File: src/rtl/csi_rx_packet_decoder.sv
// CSI-2 receive packet decoder: turns a lane-merged, sync-stripped byte
// stream into frame start/end events and a RAW14 pixel stream carrying
// first/last-of-line flags, with error pulses for bad headers and cut packets.
//
// Input handshake: a byte on rx_data is consumed on every rising clk edge
// where rx_active and rx_valid are both high. There is no ready signal; the
// decoder always accepts. While rx_active is high and rx_valid is low,
// all state holds. rx_active falling ends the burst.
module csi_rx_packet_decoder #(
  parameter int         IMAGE_PIXEL_WIDTH     = 14,
  parameter logic [1:0] VIRTUAL_CHANNEL       = 2'h0,
  parameter logic [7:0] ECC                   = 8'hCC,
  parameter logic [5:0] PIXEL14BITS_DATA_TYPE = 6'h2D,
  parameter logic [5:0] FRAME_START_DATA_TYPE = 6'h0,
  parameter logic [5:0] FRAME_END_DATA_TYPE   = 6'h1
) (
  input  logic                         clk,
  input  logic                         rst_n,
  input  logic                         rx_active,
  input  logic                         rx_valid,
  input  logic [7:0]                   rx_data,
  output logic                         frame_start,
  output logic                         frame_end,
  output logic [15:0]                  frame_num,
  output logic [7:0]                   line_cnt,
  output logic                         pix_valid,
  output logic [IMAGE_PIXEL_WIDTH-1:0] pix_data,
  output logic                         line_first,
  output logic                         line_last,
  output logic                         ecc_err,
  output logic                         dt_err,
  output logic                         trunc_err,
  output logic [2:0]                   dbg_state
);

  localparam logic [2:0] S_IDLE    = 3'd0;
  localparam logic [2:0] S_HDR     = 3'd1;
  localparam logic [2:0] S_PAYLOAD = 3'd2;
  localparam logic [2:0] S_CRC     = 3'd3;
  localparam logic [2:0] S_DROP    = 3'd4;

  logic [2:0]  r_state;
  logic        r_need_low;   // set by reset: wait for a fresh rx_active period
  logic [7:0]  r_di;
  logic [15:0] r_wc;
  logic [1:0]  r_hdr_idx;
  logic [15:0] r_byte_cnt;   // payload bytes still to come, including current
  logic [2:0]  r_grp_idx;    // position of the next byte inside a 7-byte group
  logic [7:0]  r_grp [0:5];  // first six bytes of the group being collected
  logic        r_first;      // next emitted pixel is the first of the packet
  logic        r_crc_idx;
  logic [13:0] r_buf [0:2];  // P1..P3 waiting to be emitted
  logic [1:0]  r_emit_cnt;
  logic        r_buf_last;   // buffered group is the last complete group

  logic        w_grp_done;
  logic        w_last_grp;
  logic [23:0] w_lsb;
  logic [13:0] w_p0, w_p1, w_p2, w_p3;

  assign dbg_state = r_state;

  // A group completes when its 7th byte is accepted; the low-bit word is
  // bytes 4..6, byte 4 in the least significant position.
  assign w_grp_done = (r_state == S_PAYLOAD) && rx_active && rx_valid && (r_grp_idx == 3'd6);
  assign w_last_grp = (r_byte_cnt < 16'd8);
  assign w_lsb = {rx_data, r_grp[5], r_grp[4]};
  assign w_p0  = {r_grp[0], w_lsb[5:0]};
  assign w_p1  = {r_grp[1], w_lsb[11:6]};
  assign w_p2  = {r_grp[2], w_lsb[17:12]};
  assign w_p3  = {r_grp[3], w_lsb[23:18]};

  // Packet FSM: header parse, payload byte accounting, CRC skip, event pulses.
  always_ff @(posedge clk or negedge rst_n) begin
    if (!rst_n) begin
      r_state     <= S_IDLE;
      r_need_low  <= 1'b1;
      r_di        <= '0;
      r_wc        <= '0;
      r_hdr_idx   <= '0;
      r_byte_cnt  <= '0;
      r_grp_idx   <= '0;
      r_first     <= 1'b0;
      r_crc_idx   <= 1'b0;
      for (int i = 0; i < 6; i++) r_grp[i] <= '0;
      frame_start <= 1'b0;
      frame_end   <= 1'b0;
      frame_num   <= '0;
      line_cnt    <= '0;
      ecc_err     <= 1'b0;
      dt_err      <= 1'b0;
      trunc_err   <= 1'b0;
    end else begin
      frame_start <= 1'b0;
      frame_end   <= 1'b0;
      ecc_err     <= 1'b0;
      dt_err      <= 1'b0;
      trunc_err   <= 1'b0;
      if (!rx_active) r_need_low <= 1'b0;
      case (r_state)
        S_IDLE: begin
          if (rx_active && rx_valid && !r_need_low) begin
            r_di      <= rx_data;
            r_hdr_idx <= 2'd0;
            r_state   <= S_HDR;
          end
        end
        S_HDR: begin
          if (!rx_active) begin
            trunc_err <= 1'b1;
            r_state   <= S_IDLE;
          end else if (rx_valid) begin
            if (r_hdr_idx == 2'd0) begin
              r_wc[7:0] <= rx_data;
              r_hdr_idx <= 2'd1;
            end else if (r_hdr_idx == 2'd1) begin
              r_wc[15:8] <= rx_data;
              r_hdr_idx  <= 2'd2;
            end else if ((r_di[7:6] != VIRTUAL_CHANNEL) || (rx_data != ECC)) begin
              ecc_err <= 1'b1;
              r_state <= S_DROP;
            end else if (r_di[5:0] == FRAME_START_DATA_TYPE) begin
              frame_start <= 1'b1;
              frame_num   <= r_wc;
              line_cnt    <= '0;
              r_state     <= S_DROP;
            end else if (r_di[5:0] == FRAME_END_DATA_TYPE) begin
              frame_end <= 1'b1;
              r_state   <= S_DROP;
            end else if (r_di[5:0] == PIXEL14BITS_DATA_TYPE) begin
              r_crc_idx  <= 1'b0;
              r_byte_cnt <= r_wc;
              r_grp_idx  <= 3'd0;
              r_first    <= 1'b1;
              r_state    <= (r_wc == 16'd0) ? S_CRC : S_PAYLOAD;
            end else begin
              dt_err  <= 1'b1;
              r_state <= S_DROP;
            end
          end
        end
        S_PAYLOAD: begin
          if (!rx_active) begin
            trunc_err <= 1'b1;
            r_state   <= S_IDLE;
          end else if (rx_valid) begin
            r_byte_cnt <= r_byte_cnt - 16'd1;
            if (r_grp_idx == 3'd6) begin
              r_grp_idx <= 3'd0;
              r_first   <= 1'b0;
            end else begin
              r_grp[r_grp_idx] <= rx_data;
              r_grp_idx        <= r_grp_idx + 3'd1;
            end
            if (r_byte_cnt == 16'd1) begin
              // A byte count that is not a multiple of 7 leaves a partial group.
              if (r_grp_idx != 3'd6) trunc_err <= 1'b1;
              r_state <= S_CRC;
            end
          end
        end
        S_CRC: begin
          if (!rx_active) begin
            trunc_err <= 1'b1;
            r_state   <= S_IDLE;
          end else if (rx_valid) begin
            if (r_crc_idx) begin
              line_cnt <= line_cnt + 8'd1;
              r_state  <= S_DROP;
            end else begin
              r_crc_idx <= 1'b1;
            end
          end
        end
        S_DROP: begin
          if (!rx_active) r_state <= S_IDLE;
        end
        default: r_state <= S_IDLE;
      endcase
    end
  end

  // Emission pipe: P0 goes out the cycle after a group completes, P1..P3 follow.
  always_ff @(posedge clk or negedge rst_n) begin
    if (!rst_n) begin
      pix_valid  <= 1'b0;
      pix_data   <= '0;
      line_first <= 1'b0;
      line_last  <= 1'b0;
      r_emit_cnt <= '0;
      r_buf_last <= 1'b0;
      for (int i = 0; i < 3; i++) r_buf[i] <= '0;
    end else if (w_grp_done) begin
      pix_valid  <= 1'b1;
      pix_data   <= IMAGE_PIXEL_WIDTH'(w_p0);
      line_first <= r_first;
      line_last  <= 1'b0;
      r_buf[0]   <= w_p1;
      r_buf[1]   <= w_p2;
      r_buf[2]   <= w_p3;
      r_emit_cnt <= 2'd3;
      r_buf_last <= w_last_grp;
    end else if (r_emit_cnt != 2'd0) begin
      pix_valid  <= 1'b1;
      pix_data   <= IMAGE_PIXEL_WIDTH'(r_buf[0]);
      line_first <= 1'b0;
      line_last  <= r_buf_last && (r_emit_cnt == 2'd1);
      r_buf[0]   <= r_buf[1];
      r_buf[1]   <= r_buf[2];
      r_emit_cnt <= r_emit_cnt - 2'd1;
    end else begin
      pix_valid  <= 1'b0;
      line_first <= 1'b0;
      line_last  <= 1'b0;
    end
  end

endmodule

File: config.mk
export PLATFORM = sky130hd
export DESIGN_NAME = csi_rx_packet_decoder
export DESIGN_NICKNAME = d
export VERILOG_FILES = /design/src/rtl/csi_rx_packet_decoder.sv
export SDC_FILE = /design/constraint.sdc
export NUM_CORES = 1
export LEC_CHECK = 0
export ABC_AREA = 1
export CAP_MARGIN = 20
export CORE_ASPECT_RATIO = 1.4
export CORE_MARGIN = 1.5
export CORE_UTILIZATION = 59
export DETAILED_ROUTE_END_ITERATION = 10
export PLACE_DENSITY = 0.76
export SLEW_MARGIN = 30
export SYNTH_ARGS = -nofsm -noshare
export SYNTH_HDL_FRONTEND = slang
export SYNTH_SLANG_ARGS = --single-unit
File: constraint.sdc
create_clock -name clk -period 2 [get_ports clk]
set_clock_uncertainty 0.15 [all_clocks]
set_input_delay 0.5 -clock clk [delete_from_list [all_inputs] [get_ports clk]]
set_output_delay 0.5 -clock clk [all_outputs]
set_load 0.03 [all_outputs]
* Yosys cells after proc, flatten, opt, wreduce, memory -nomap -nowiden
Cells that the tools add are included.
Operators by class: bitwise operators 5, div/mod/pow operators 0, magnitude comparators 3, reduce and logical (&&, ||, !) cells 31, multiply operators 0, shifts and indexed selects 0, eq/ne operators 37, multiplexer cells 130, $add $sub $neg 4
Operator list (count):
- 16-bit two-way mux | 10
- 3-bit two-way mux | 27
- 8-bit two-way mux | 10
- 1-bit two-way mux | 62
- 28-bit two-way mux | 2
- 48-bit bitwise mux | 1
- 2-bit inequality test, second input constant | 16
- 16-bit case mux with 2 select lines | 1
- 14-bit two-way mux | 2
- 8-bit demux with 3-bit select | 1
- 3-bit inequality test, second input constant | 8
- 11-bit AND reduction | 2
- 16-bit by 1-bit equality test with 1-bit output, second input constant | 1
- 16-bit zero test | 1
- 16-bit by 4-bit < comparator with 1-bit output, second input constant | 1
- 8-bit case mux with 2 select lines | 1
- 16-bit by 1-bit subtractor with 16-bit output, second input constant | 1
- 3-bit case mux with 5 select lines | 1
- 2-bit two-way mux | 7
- 12-bit AND reduction | 1
- 2-bit nonzero test | 6
- 10-bit AND reduction | 1
- 5-bit AND reduction | 2
- 9-bit AND reduction | 1
- 29 further kinds | 44
Storage, ports and cells: RAM bits 0, output and inout bits 49, bits in latches 0, memories 0, flip-flop bits (word level) 190, ROM bits 0, input bits 12, word-level logic and storage cells 242

* Logic depth before layout (Yosys ltp)
word-level depth 11, mapped depth 11, gate-level depth less buffers 11

* Least setup slack after synthesis
No wires, ideal clock.
path type register to register, start point register r_state[2], in the netlist dbg_state[2], end point register r_byte_cnt[10], buffers on the path 2, data arrival time 1.644 ns, slack 0.089 ns, stages on the path, launching flop included 11, path through dfrtp_1 -> inv_2 -> nand3_1 -> buf_2 -> o21ai_2 -> nand2_1 -> inv_1 -> nand3_2 -> buf_2 -> nand2_1 -> nand2_1
Between the ends: longest elaborated chain between the ends 3, elaborated cells between the ends (all ways) 15, classes of those cells eq/ne (12); mux (1); reduce/logical (2)
Ends and longest elaborated chain:
- start, declared | RTL line 42 | logic [2:0] r_state;
- start signal, assigned | RTL line 135 | r_state <= (r_wc == 16'd0) ? S_CRC : S_PAYLOAD;
- 3-bit by 1-bit equality test with 1-bit output / 3-bit by 2-bit equality test with 1-bit output (equally long branches) | RTL line 100 | case (r_state)
- 2-bit inequality test (no line) / 2-bit nonzero test (equally long branches)
- 11-bit AND reduction (no line)
- end signal, assigned | RTL line 132 | r_byte_cnt <= r_wc;
- end signal, assigned | RTL line 147 | r_byte_cnt <= r_byte_cnt - 16'd1;
- end, declared | RTL line 47 | logic [15:0] r_byte_cnt;
Several ways; a longest one is shown, not always the timed one. A chain may end at the register's enable or synchronous reset.

* Worst setup path after layout
start point register line_cnt[2], end point output port line_cnt[2]
RTL lines:
- start, declared | RTL line 25 | output logic [7:0] line_cnt,
- start signal, assigned | RTL line 168 | line_cnt <= line_cnt + 8'd1;
No word-level cell between the ends.

==> impl_metrics.tcl <==
set metrics [dict create \
    path_depth 1 \
    slew_headroom 0.729 \
    cp-end-kind "output pin" \
    r2r_start "dbg_state[1]$_DFFE_PN0P_" \
    final_cells 1367 \
    diodes 0 \
    muxShareOfSynthArea 0 \
    synthesis.area_um2 8610 \
    critPathRequiredTime_ns 1.35 \
    worstMarginPinSlew_ns 0.407 \
    htree_num_levels 4 \
    fin_crit_ns 1.93 \
    synth_ff_type "dfrtp_1" \
    grt_util_all_layers 0.306 \
    finalCritPeriodShare 0.965 \
    path_cells "dlygate4sd2_1" \
    status "complete, no violations" \
    rrSetupSlack_ns 0.15 \
    synthCells 1054 \
    dr_wl_met3_um 912 \
    numCtsBuffers 17 \
    clockRootBuffer "clkbuf_16" \
    cp-startpoint "line_cnt[2]$_DFFE_PN0P_" \
    grt_max_degree 49 \
    coreArea_um2 14400 \
    routedWlPerCell_um 16.2 \
    vdd_drop_max_mv 0.700 \
    synth_nets 1071 \
    top_layer "met4" \
    drcViolationCount 0 \
    hp-class "reg2reg" \
    met2_length_mm 11.5 \
    p_leak_nw 5.54 \
    cts_setup_buffers 0 \
    placementRows 52 \
    r2r_cells 9 \
    ys_seq_area_frac 0.553 \
    final_cell_mix "nand2_1 (406), dfrtp_1 (189), nand3_1 (97), nor2_1 (70), o21ai_0 (69)" \
    finalNetCount 1182 \
    antenna_found_initial 0 \
    finalSetupViolations 0 \
    synthSimpleGateAreaFrac 0.296 \
    synth_compound_area_frac 0.0874 \
    vias 7494 \
    fmax_mhz 518 \
    portBuffers 60 \
    ys_seq_elements 190 \
    pin_count 61 \
    dp_slack_ns -0.394 \
    die_area_um2 15300 \
    synth_top_family_by_area "simple AND/OR/NAND/NOR gates" \
    clkSinkCount 190 \
    worstSetupPathType "reg2out" \
    postRouteAntennaNets 0 \
    yosys.area.top_type "dfrtp_1" \
    clockBufferDepth 2 \
    crit_family "flip-flops" \
    syn-mean-instance-area_um2 8.16 \
    slew_viol_final 0 \
    ys_async_sr_fraction 1.00 \
    clk_pin_slew_ns 0.07 \
    clkLatencyLatePin_ns 0.44 \
    synth_top_area_share 0.550 \
    drt_pre_antenna_iters 5 \
    start_util 0.599 \
    setup_ws_ns 0.0698 \
    hold_viol 0 \
    dp.cells 1334 \
    wl_met1_mm 8.76 \
    drv_cap 0 \
    cts_tree "done" \
    grt_pass1_wl_mm 36.6 \
    die_height_um 146 \
    initialDrtViolationCount 561 \
    synth_cell_types 38 \
    cp-start-kind "register" \
    crit_path_end "line_cnt[2]" \
    synthTopCellsByArea "dfrtp_1 (55%), nand2_1 (18%), nand3_1 (5.7%), o21ai_0 (4.0%), nor2_1 (3.3%)" \
    p_per_area_nw_per_um2 1070 \
    rr_endpoint "frame_num[7]$_DFFE_PN0P_" \
    synth.yosys.warnings 0 \
    slowest_delay_ns 0.43 \
    area_growth_pct 23.5 \
    finalWeightedCongestion 0.890 \
    grt.overflow.total 0 \
    die-width_um 105 \
    dpl_cell_area_um2 9980 \
    final_common_cell "nand2_1" \
    dp_hpwl_mm 15.0 \
    slowest_stage "dfrtp_1" \
    design_area_um2 10600 \
    synth_xor_area_frac 0.00611 \
    crit_path_max_fanout 6 \
    synth_edf_count 0 \
    whs_ns 0.300 \
    crit_buf_inv 1 \
    synth_adder_area_share 0.00727 \
    drive_gt1_frac 0.124 \
    fin_util 0.739 \
    via_per_inst 5.48 \
    cp.arrival_ns 1.28 \
    grt_pass1_vias 7547 \
    wl_mm 22.1 \
]
## repair_timing
item	in CTS	in global routing
hold endpoints to repair	42	0
gates cloned	0	0
setup endpoints to repair	49	45
hold buffers	1	0
gates resized for setup	49	13
## synth_stat cells, types with 2 or more instances
library cell  number
nand2_2            4
dfrtp_1          189
clkbuf_1          23
nor2_4             2
nor3_1             7
o21ai_1           26
nor3b_1            2
o211ai_1          13
inv_2              7
nand2_1          407
o21ai_2            9
nand3b_1           2
buf_2             15
nand3_2            5
nand3_1           98
inv_1             61
buf_4              2
nand4_1            5
o221ai_1           2
a21oi_1            5
nor2_1            76
o21ai_0           69
o21bai_1           2
xor2_1             2
ha_1               5
xnor2_1            4
## cell families after synthesis
group,count (synthesis)
and+or+nand+nor,612
DFF,190
AOI/OAI and AO/OA,131
buffers and inverters,110
xor gates and xnor gates,6
adders and majority gates,5
## report_power, final
group	internal (W)	switching, W	total [W]	leakage [nW]
registers	0.00427	0.000461	0.00473	2.60
logic	0.00110	0.00193	0.00302	2.63
clock network	0.00206	0.00157	0.00363	0.309
total	0.00743	0.00396	0.0114	5.54
## sequential cells by signal, summed over array words and instances (netlist names), 2 cells and up
register / flops
r_grp: 48
r_buf: 42
r_wc: 16
r_di: 8
r_byte_cnt: 16
dbg_state: 3
pix_data: 14
r_emit_cnt: 2
r_hdr_idx: 2
line_cnt: 8
r_grp_idx: 3
frame_num: 16
## worst min path at each step
| stage | startpoint | to | slack [ns] | cells past startpoint |
|---|---|---|---|---|
| 2_1_floorplan | rst_n | dbg_state[0]$_DFFE_PN0P_ | 0.05 | 0 |
| 3_3_place_gp | r_need_low$_DFFE_PN1N_ | r_need_low$_DFFE_PN1N_ | 0.30 | 2 |
| 3_5_place_dp | r_need_low$_DFFE_PN1N_ | r_need_low$_DFFE_PN1N_ | 0.29 | 2 |
| 4_1_cts | r_need_low$_DFFE_PN1N_ | r_need_low$_DFFE_PN1N_ | 0.30 | 2 |
| 5_1_grt | r_need_low$_DFFE_PN1N_ | r_need_low$_DFFE_PN1N_ | 0.31 | 2 |
| 6_report | r_need_low$_DFFE_PN1N_ | r_need_low$_DFFE_PN1N_ | 0.30 | 2 |
## per-stage QoR
step                      power [W]  setup TNS (ns)
after floorplan             0.00660               0
after global placement      0.00759          -40.92
after detailed placement    0.00768          -45.61
after CTS                    0.0113               0
after global routing         0.0120         -0.0244
final                        0.0114               0
## area by class of cell
class	instances	area [µm²]
clock inverters	14	203
well taps	189	236
flip-flops and latches	190	4760
multi-input cells	754	3460
repair buffers	133	1270
clock buffers	18	439
fillers	1088	3750
inverters	69	259
## layer usage
layer | track usage | vias to the layer above
li1 | - | 3614
met1 | 0.359 | 3599
met2 | 0.539 | 219
met3 | 0.0537 | 62
met4 | 0.149 | 0
met5 | 0 | -
Note: power is estimated with default switching activity, not from simulation.
